--- src/rtl/pci_cfg_target.sv ---
// pci_cfg_target -- PCI Type 0 configuration-cycle target sequencer.
//
// Claims Type 0 config reads/writes with fast DEVSEL timing and one data
// phase per transaction (bursts are disconnected with STOP#). Each claimed
// transaction issues exactly one request to the downstream config-space
// register block and, for reads, returns its data on AD with PAR.
//
// Ports:
//   clk, rst              PCI clock (rising edge); async active-low reset
//   frame_n, irdy_n       initiator control
//   idsel, ad_in, cbe_n   sampled IDSEL / AD / C/BE#
//   par_in                sampled PAR (parity check build only)
//   ad_out/ad_oe          AD drive value / enable
//   trdy_n, devsel_n,
//   stop_n, ctl_oe        target control values / shared enable
//   par_out/par_oe        PAR drive value / enable
//   cfg_*                 register request (one-cycle cfg_enable strobe)
//   cfg_read_val          read data from the register block
//   detected_parity_error one-cycle parity error pulse
//
// Parameter TURNAROUND_CYCLES (1..3): idle cycles after a transaction
// before a new address phase is decoded.
//
// Optional macro PCI_CFG_TARGET_PARITY_CHECK_EN: enables checking of
// address/write-data parity against par_in; otherwise
// detected_parity_error is tied 0.

module pci_cfg_target #(
  parameter int TURNAROUND_CYCLES = 1
) (
  input  logic        clk,
  input  logic        rst,
  input  logic        frame_n,
  input  logic        irdy_n,
  input  logic        idsel,
  input  logic [31:0] ad_in,
  input  logic [3:0]  cbe_n,
  input  logic        par_in,
  output logic [31:0] ad_out,
  output logic        ad_oe,
  output logic        trdy_n,
  output logic        devsel_n,
  output logic        stop_n,
  output logic        ctl_oe,
  output logic        par_out,
  output logic        par_oe,
  output logic        cfg_enable,
  output logic        cfg_iswrite,
  output logic [5:0]  cfg_offset,
  output logic [31:0] cfg_write_val,
  output logic [3:0]  cfg_byte_en,
  input  logic [31:0] cfg_read_val,
  output logic        detected_parity_error
);

  typedef enum logic [2:0] {IDLE, RD_REQ, RD_DATA, WR_DATA, TURN} state_t;

  localparam logic [1:0] TURN_LAST = 2'(TURNAROUND_CYCLES - 1);

  state_t      state_q, state_d;
  logic [1:0]  turn_cnt_q, turn_cnt_d;
  logic        frame_prev_q;
  logic        hit;

  logic [31:0] ad_out_d, write_val_d;
  logic        ad_oe_d, trdy_d, devsel_d, stop_d, ctl_oe_d;
  logic        par_out_d, par_oe_d, cfg_en_d, iswrite_d;
  logic [5:0]  offset_d;
  logic [3:0]  byte_en_d;

  // Address phase = falling edge of FRAME#. Only function 0, Type 0,
  // config read (1010) / write (1011) is claimed.
  assign hit = !frame_n && frame_prev_q && idsel && (ad_in[1:0] == 2'b00) &&
               (ad_in[10:8] == 3'b000) && (cbe_n[3:1] == 3'b101);

  always_comb begin
    state_d     = state_q;
    turn_cnt_d  = turn_cnt_q;
    ad_out_d    = ad_out;
    ad_oe_d     = ad_oe;
    trdy_d      = trdy_n;
    devsel_d    = devsel_n;
    stop_d      = stop_n;
    ctl_oe_d    = ctl_oe;
    par_out_d   = par_out;
    par_oe_d    = par_oe;
    cfg_en_d    = 1'b0;
    iswrite_d   = cfg_iswrite;
    offset_d    = cfg_offset;
    write_val_d = cfg_write_val;
    byte_en_d   = cfg_byte_en;

    // Bus release outside a transaction: first drive control lines high
    // for a cycle, then tri-state them (and PAR).
    if (state_q == IDLE || state_q == TURN) begin
      if (!devsel_n) begin
        trdy_d   = 1'b1;
        devsel_d = 1'b1;
        stop_d   = 1'b1;
      end else begin
        ctl_oe_d = 1'b0;
        par_oe_d = 1'b0;
      end
    end

    case (state_q)
      IDLE: if (hit) begin
        offset_d = ad_in[7:2];
        devsel_d = 1'b0;
        ctl_oe_d = 1'b1;
        if (cbe_n[0]) begin
          trdy_d  = 1'b0;
          state_d = WR_DATA;
        end else begin
          cfg_en_d  = 1'b1;
          iswrite_d = 1'b0;
          state_d   = RD_REQ;
        end
      end
      RD_REQ: begin
        ad_out_d = cfg_read_val;
        ad_oe_d  = 1'b1;
        trdy_d   = 1'b0;
        stop_d   = frame_n;   // FRAME# still low -> burst, disconnect with data
        state_d  = RD_DATA;
      end
      RD_DATA: if (!irdy_n && !trdy_n) begin
        par_out_d  = ^{ad_out, cbe_n};
        par_oe_d   = 1'b1;
        ad_oe_d    = 1'b0;
        trdy_d     = 1'b1;
        devsel_d   = 1'b1;
        stop_d     = 1'b1;
        turn_cnt_d = 2'd0;
        state_d    = TURN;
      end
      WR_DATA: if (!irdy_n) begin
        cfg_en_d    = 1'b1;
        iswrite_d   = 1'b1;
        write_val_d = ad_in;
        byte_en_d   = ~cbe_n;
        // TRDY# drops so a burst's second word is never accepted; STOP#
        // alone then tells the initiator to end the burst.
        trdy_d      = 1'b1;
        stop_d      = frame_n;
        turn_cnt_d  = 2'd0;
        state_d     = TURN;
      end
      TURN: begin
        if (turn_cnt_q == TURN_LAST) state_d = IDLE;
        else                         turn_cnt_d = turn_cnt_q + 2'd1;
      end
      default: state_d = IDLE;
    endcase
  end

  always_ff @(posedge clk or negedge rst) begin
    if (!rst) begin
      state_q       <= IDLE;
      turn_cnt_q    <= 2'd0;
      frame_prev_q  <= 1'b1;
      ad_out        <= 32'd0;
      ad_oe         <= 1'b0;
      trdy_n        <= 1'b1;
      devsel_n      <= 1'b1;
      stop_n        <= 1'b1;
      ctl_oe        <= 1'b0;
      par_out       <= 1'b0;
      par_oe        <= 1'b0;
      cfg_enable    <= 1'b0;
      cfg_iswrite   <= 1'b0;
      cfg_offset    <= 6'd0;
      cfg_write_val <= 32'd0;
      cfg_byte_en   <= 4'd0;
    end else begin
      state_q       <= state_d;
      turn_cnt_q    <= turn_cnt_d;
      frame_prev_q  <= frame_n;
      ad_out        <= ad_out_d;
      ad_oe         <= ad_oe_d;
      trdy_n        <= trdy_d;
      devsel_n      <= devsel_d;
      stop_n        <= stop_d;
      ctl_oe        <= ctl_oe_d;
      par_out       <= par_out_d;
      par_oe        <= par_oe_d;
      cfg_enable    <= cfg_en_d;
      cfg_iswrite   <= iswrite_d;
      cfg_offset    <= offset_d;
      cfg_write_val <= write_val_d;
      cfg_byte_en   <= byte_en_d;
    end
  end

`ifdef PCI_CFG_TARGET_PARITY_CHECK_EN
  // PAR lags its AD/CBE# phase by one clock: remember the expected even
  // parity, compare on the following edge.
  logic par_exp_q, par_chk_q;

  always_ff @(posedge clk or negedge rst) begin
    if (!rst) begin
      par_exp_q             <= 1'b0;
      par_chk_q             <= 1'b0;
      detected_parity_error <= 1'b0;
    end else begin
      par_chk_q             <= 1'b0;
      detected_parity_error <= par_chk_q && (par_in != par_exp_q);
      if ((state_q == IDLE && hit) || (state_q == WR_DATA && !irdy_n)) begin
        par_chk_q <= 1'b1;
        par_exp_q <= ^{ad_in, cbe_n};
      end
    end
  end
`else
  // Checking disabled: output constant 0 (par_in is referenced only here).
  assign detected_parity_error = par_in & 1'b0;
`endif

endmodule

--- config.mk ---
export PLATFORM = sky130hd
export DESIGN_NAME = pci_cfg_target
export DESIGN_NICKNAME = d
export VERILOG_FILES = /design/src/rtl/pci_cfg_target.sv
export SDC_FILE = /design/constraint.sdc
export NUM_CORES = 1
export LEC_CHECK = 0
export CAP_MARGIN = 20
export CORE_MARGIN = 5
export CORE_UTILIZATION = 43
export DETAILED_ROUTE_END_ITERATION = 12
export PLACE_DENSITY = 0.81
export SLEW_MARGIN = 20
export SYNTH_ARGS = -nofsm -noshare
export SYNTH_HDL_FRONTEND = slang
export SYNTH_SLANG_ARGS = --single-unit
--- constraint.sdc ---
create_clock -name clk -period 2.4 [get_ports clk]
set_input_delay 0.24 -clock clk [delete_from_list [all_inputs] [get_ports clk]]
set_output_delay 0.24 -clock clk [all_outputs]
set_load 0.01 [all_outputs]
==> metrics.txt, run 1 <==
CTS tree=yes; maximum clock frequency=~530 MHz; DR vias=2897; Hold Vio Cnt, Final=0; Max H-tree Level=3; P&R area growth vs syn=51.2%; Seq cells post-synth=~90; Warnings, synthesis=0; Post-DRT Antenna Nets=0; first-pass GRT wire length=about 14000 um; clk root buf=clkbuf_8; Inserted Diodes=0; Mapped Cells=approximately 330; vias in the first global route=2925; part of the cycle the worst path needs=78.8%; Setup Buffers After CTS=0; critical-path cell list=clkdlybuf4s50_1 > nor4b_2 > nand3_1 > or4_1 > buf_4 > mux2_4; DR WL/cell=around 15 um; cell family with most CP delay=simple AND/OR/NAND/NOR gates; crit path buf inv count=2; setup TNS=0 ps; layout cells sized above 1=approximately 14%; Worst Tran Pin Value=between 500 and 600 ps; Crit path arrival time=2120 ps; syn avg cell area=between 10 and 15 um^2; Via density=4.80; largest area contributor in the netlist=dfrtp_1; Tmin final=1890 ps; Power Total=3.12 mW; Startpoint Class=input port; Total Wirelength=approximately 9100 um; crit path max-delay cell type=clkdlybuf4s50_1; Crit. End Element=register; antenna violations before repair=0; Clock Latency Late Sink=~340 ps; CTS hold repair buffers=1; total track usage=16.9%; die area=10700 um^2; Std-Cell Rows=34; GR Overflow Total=0; Slew Viols, Final=0; CTS sink count=89; most common cell after layout, fill and taps aside=clkdlybuf4s50_1; outcome=finished clean; Net Count, Synth=between 400 and 500; CP max FO=6; Final nets=approximately 570; Post-synth EDFFs=0; Cell Area, Placed=around 5400 um^2; ys async rst share=100%; Setup Viol. Count Final=0; Core ar.=8640 um^2; Starting Density=43.5%; relative slew slack=63.7%; Seq/Total Area, Yosys=59.4%; Lkg Pwr=2.63 nW; I/O Buffers=155; largest net degree at the start of global routing=46; Ports=158; most frequent cells in the layout=clkdlybuf4s50_1 (154), nand2_1 (110), dfrtp_1 (85); fin area=about 5700 um^2; Netlist cell types=35; Non-Filler Instances=between 600 and 700; Worst VDD drop=0.000357 V; max-cap violations=0; DR iter-0 viols=about 70; prevailing post-synth register cell=dfrtp_1; RSZ-0062 raised after global routing=false; Setup CP Type=in -> reg; pre-CTS setup slack=84.2 ps; DP HPWL=just under 7000 um; clock-pin slew on the worst setup and hold paths=80 ps; Die X-Extent=103 um; Final Skew=15.4 ps; Synth top area share=between 50% and 60%; max incr delay on CP=520 ps; DRT Pass-1 Iters=5; Placer Congestion=between 0.7 and 0.8; worst min path class=in -> reg; final setup margin=508 ps; synth top area cells=dfrtp_1 (57%), nand2_1 (11%), mux2_2 (9.6%), xnor2_1 (7.0%), dfstp_2 (2.8%); CTS-repair resized insts=0; Synth Cell Area=3750 um^2; Worst EP required=between 2000 and 3000 ps; CTS max path bufs=2; power per cell area=between 500 and 600 nW/um^2; Filler cells=around 700; # DRC=0; Die H=103 um; Inst Count DP=587; CTS Buf Count=9
-- per-layer routing --
metal,vias up,global-route usage [%],wire (um)
li1,1386,-,-
met1,1373,21.8,3750
met2,130,25.6,4150
met3,8,7.51,1140
met4,0,5.68,98
met5,-,0,0
-- cell usage after synthesis (2+ instances only) --
| library cell | number |
|---|---|
| nand2_1 | 110 |
| a21oi_1 | 3 |
| dfstp_2 | 4 |
| xor2_1 | 3 |
| mux2_2 | 32 |
| nor3_1 | 3 |
| inv_1 | 4 |
| dfrtp_1 | 85 |
| o22ai_1 | 2 |
| nor2_1 | 8 |
| clkbuf_1 | 8 |
| mux2_4 | 6 |
| buf_2 | 4 |
| o21ai_0 | 9 |
| xnor2_1 | 30 |
| nand2b_1 | 2 |
-- worst reg2reg max path: cells and delay by family, from the launching register on --
kind,cells,cell delay [ps]
simple gates,3,770
buf+inv,1,190
mux,1,300
flops,1,520
-- final cells by class --
class	count	area (um^2)	share of cell area, %
Sequential cell	89	2230	39.3
Inverter	4	15.0	0.264
Clock inverter	4	76.3	1.34
Tap cell	108	135	2.38
Timing Repair Buffer	162	1630	28.7
Clock buffer	12	145	2.56
Multi-Input combinational cell	225	1450	25.5
-- stage by stage --
stage	hold WS [ps]	util, %
floorplan	-55.6	-
global placement	266	63.1
detailed placement	270	63.1
CTS	345	65.8
global route	353	65.8
finish	372	65.8
-- state kept, by name, summed over array words and instances, names as in the netlist --
register       cells
ad_out            32
cfg_write_val     32
cfg_offset         6
cfg_byte_en        4
state_q            3
turn_cnt_q         2
ad_oe              1
cfg_enable         1
cfg_iswrite        1
ctl_oe             1
devsel_n           1
frame_prev_q       1
par_oe             1
par_out            1
stop_n             1
trdy_n             1
-- where the power goes --
part / switching, mW / total [mW] / internal (mW)
combinational: 0.152 / 0.404 / 0.252
sequential: 0.0348 / 1.59 / 1.56
clock: 0.507 / 1.13 / 0.618
total: 0.694 / 3.12 / 2.43
-- final timing paths --
check / start / to / slack, ps / cells past startpoint
setup / recovery: cbe_n[1] / cfg_offset[5] / 510 / 6
hold / removal: frame_n / frame_prev_q / 370 / 1
setup reg to reg: frame_prev_q / cfg_offset[5] / 530 / 5
hold reg to reg: cfg_write_val[10] / cfg_write_val[10] / 480 / 2
max in group asynchronous: rst / cfg_write_val[18] / 1330 / 3
min in group asynchronous: rst / ad_out[9] / 420 / 2
-- cell families after synthesis --
family | share of synthesized area [%]
buffers and inverters | 2.23
adder cells (fa/ha/maj) | 0.333
AO/OA/AOI/OAI | 3.17
flip-flops | 59.4
multiplexers | 12.3
other | 0.0999
XOR/XNOR | 8.30
AND/OR/NAND/NOR | 14.2
Power figures use the tool's default switching activity.
==> run 2, diff against run 1 <==
clock period = 1.9 ns   (was 2.4 ns; I/O delays follow)
==> run 2 against run 1 <==
Against the previous run:
- sequential power is 26% higher
- first-iteration DRC count rose by 32%
- die area unchanged
- combinational power up 31%
- flip-flop and latch count stayed put
- largest power group unchanged
- cell area grew 1.5%
- worst hold slack lost 200 ps
- highest routed layer unchanged
==> metrics.txt, run 2 (synthesis results as in run 1) <==
outcome=finished clean (unchanged); critical-path cell list=and4bb_2 > nand3_1 > or4_4 > buf_6 > mux2_4 (was clkdlybuf4s50_1 > nor4b_2 > nand3_1 > or4_1 > buf_4 > mux2_4); Clk pwr share=34.3% (was 36.0%); # DRC=0 (unchanged); Crit. End Element=register (unchanged); Pint=2.95 mW (was 2.43 mW); total track usage=17.7% (was 16.9%); max incr delay on CP=520 ps (about the same); Lkg Pwr=2.69 nW (was 2.63 nW); DP HPWL=6910 um (was 6960 um); cell family with most CP delay=simple AND/OR/NAND/NOR gates (unchanged); Final Skew=13.1 ps (was 15.4 ps); crit path max-delay cell type=dfstp_2 (was clkdlybuf4s50_1); Hold Vio Cnt, Final=0 (unchanged); worst min path class=in -> async (was in -> reg); Setup CP Type=reg -> reg (was in -> reg); RSZ-0062 raised after global routing=false (unchanged); P&R area growth vs syn=53.4% (was 51.2%); CP max FO=8 (was 6); largest net degree at the start of global routing=88 (was 46); Post-DRT Antenna Nets=0 (unchanged); Starting Density=43.5% (unchanged); vias in the first global route=3014 (was 2925); CTS tree=yes (unchanged); Power Total=3.87 mW (was 3.12 mW); antenna violations before repair=0 (unchanged); clock-pin slew on the worst setup and hold paths=90 ps (was 80 ps); GR Overflow Total=0 (unchanged); CTS Buf Count=9 (unchanged); Setup Viol. Count Final=0 (unchanged); crit path buf inv count=1 (was 2); DR iter-0 viols=95 (was 72); DRT Pass-1 Iters=4 (was 5); Core ar.=8640 um^2 (unchanged); Die H=103 um (unchanged); Std-Cell Rows=34 (unchanged); Clock Latency Late Sink=350 ps (was 340 ps); Logic pwr share=13.6% (was 12.9%); Top Registers=ad_out (32), cfg_write_val (32), cfg_offset (6) (unchanged); DR vias=2917 (was 2897); most frequent cells in the layout=clkdlybuf4s50_1 (154), nand2_1 (110), dfrtp_1 (85) (unchanged); Crit path arrival time=2060 ps (was 2120 ps); Max H-tree Level=3 (unchanged); CTS sink count=89 (unchanged); CTS max path bufs=2 (unchanged); Worst EP required=2140 ps (was 2630 ps); maximum clock frequency=548 MHz; Placer Congestion=0.781 (about the same); layout cells sized above 1=15.6% (was 13.5%); Final nets=575 (was 566); fin area=5760 um^2 (was 5680 um^2); Via density=4.76 (was 4.80); first-pass GRT wire length=14700 um (was 14000 um); Cell Area, Placed=5540 um^2 (was 5450 um^2); setup TNS=0 ps (unchanged); Tmin final=1820 ps; Startpoint Class=register (was input port); Slew Viols, Final=0 (unchanged); Setup Buffers After CTS=0 (unchanged); DR WL/cell=15.3 um (was 15.1 um); I/O Buffers=155 (unchanged); power per cell area=671 nW/um^2 (was 550 nW/um^2); Total Wirelength=9370 um (was 9140 um); Inserted Diodes=0 (unchanged); die area=10700 um^2 (unchanged); Seq pwr share=52.0% (was 51.0%); Ports=158 (unchanged); max-cap violations=0 (unchanged); Worst VDD drop=0.000377 V (was 0.000357 V); part of the cycle the worst path needs=between 90% and 100%; Switching Share=23.8% (was 22.2%); sw power=919 uW (was 694 uW); Die X-Extent=103 um (unchanged); clk root buf=clkbuf_8 (unchanged); most common cell after layout, fill and taps aside=clkdlybuf4s50_1 (unchanged)
## run 2: final cells by class
type                       count  area (um^2)
timing repair buffer         171         1730
tap                          108          135
clock buffer                  10          138
clock inverter                 6         65.1
sequential                    89         2230
multi-input combinational    225         1450
fill                         678         2870
inverter                       4         15.0
## run 2: power by group through the flow
| stage | combinational (mW) | clock (mW) | sequential (mW) |
|---|---|---|---|
| after floorplan | 0.161 | 0 | 2.07 |
| after global placement | 0.519 | 0 | 2.05 |
| after detailed placement | 0.532 | 0 | 2.05 |
| after CTS | 0.538 | 1.37 | 2.01 |
| after global routing | 0.582 | 1.44 | 2.02 |
| final | 0.528 | 1.33 | 2.01 |
## run 2: repair_timing
| action | 4_1_cts | 5_1_grt |
|---|---|---|
| resized for setup | 0 | 3 |
| hold endpoints to repair | 85 | 0 |
| hold buffers | 1 | 0 |
| setup endpoints to repair | 0 | 7 |
## run 2: through the flow
stage	hold slack (ps)	cells	setup slack, ps	utilization, %
3_3_place_gp	-12.6	596	-270	64.2
3_5_place_dp	-9.79	596	-292	64.2
6_report	177	613	76.0	66.7
2_1_floorplan	-106	332	141	-
5_1_grt	180	613	9.67	66.7
4_1_cts	141	613	25.6	66.6
## run 2: layer usage
| metal | global-route usage [%] | part of all wire (%) | vias to the layer above |
|---|---|---|---|
| met4 | 5.98 | 1.3 | 0 |
| met5 | 0 | 0 | - |
| met1 | 22.7 | 41 | 1380 |
| li1 | - | - | 1409 |
| met3 | 6.91 | 12 | 11 |
| met2 | 27.5 | 46 | 117 |
## run 2: final timing paths
check | from | to | slack, ps | depth (start not counted)
max in group asynchronous | rst | frame_prev_q | 1080 | 3
worst min-delay path | rst | ad_out[8] | 180 | 2
worst max register to register | frame_prev_q | cfg_offset[1] | 80 | 5
min in group clk | ad_in[13] | cfg_write_val[13] | 360 | 3
worst max-delay path | frame_prev_q | cfg_offset[1] | 80 | 5
worst min register to register | cfg_write_val[4] | cfg_write_val[4] | 480 | 2
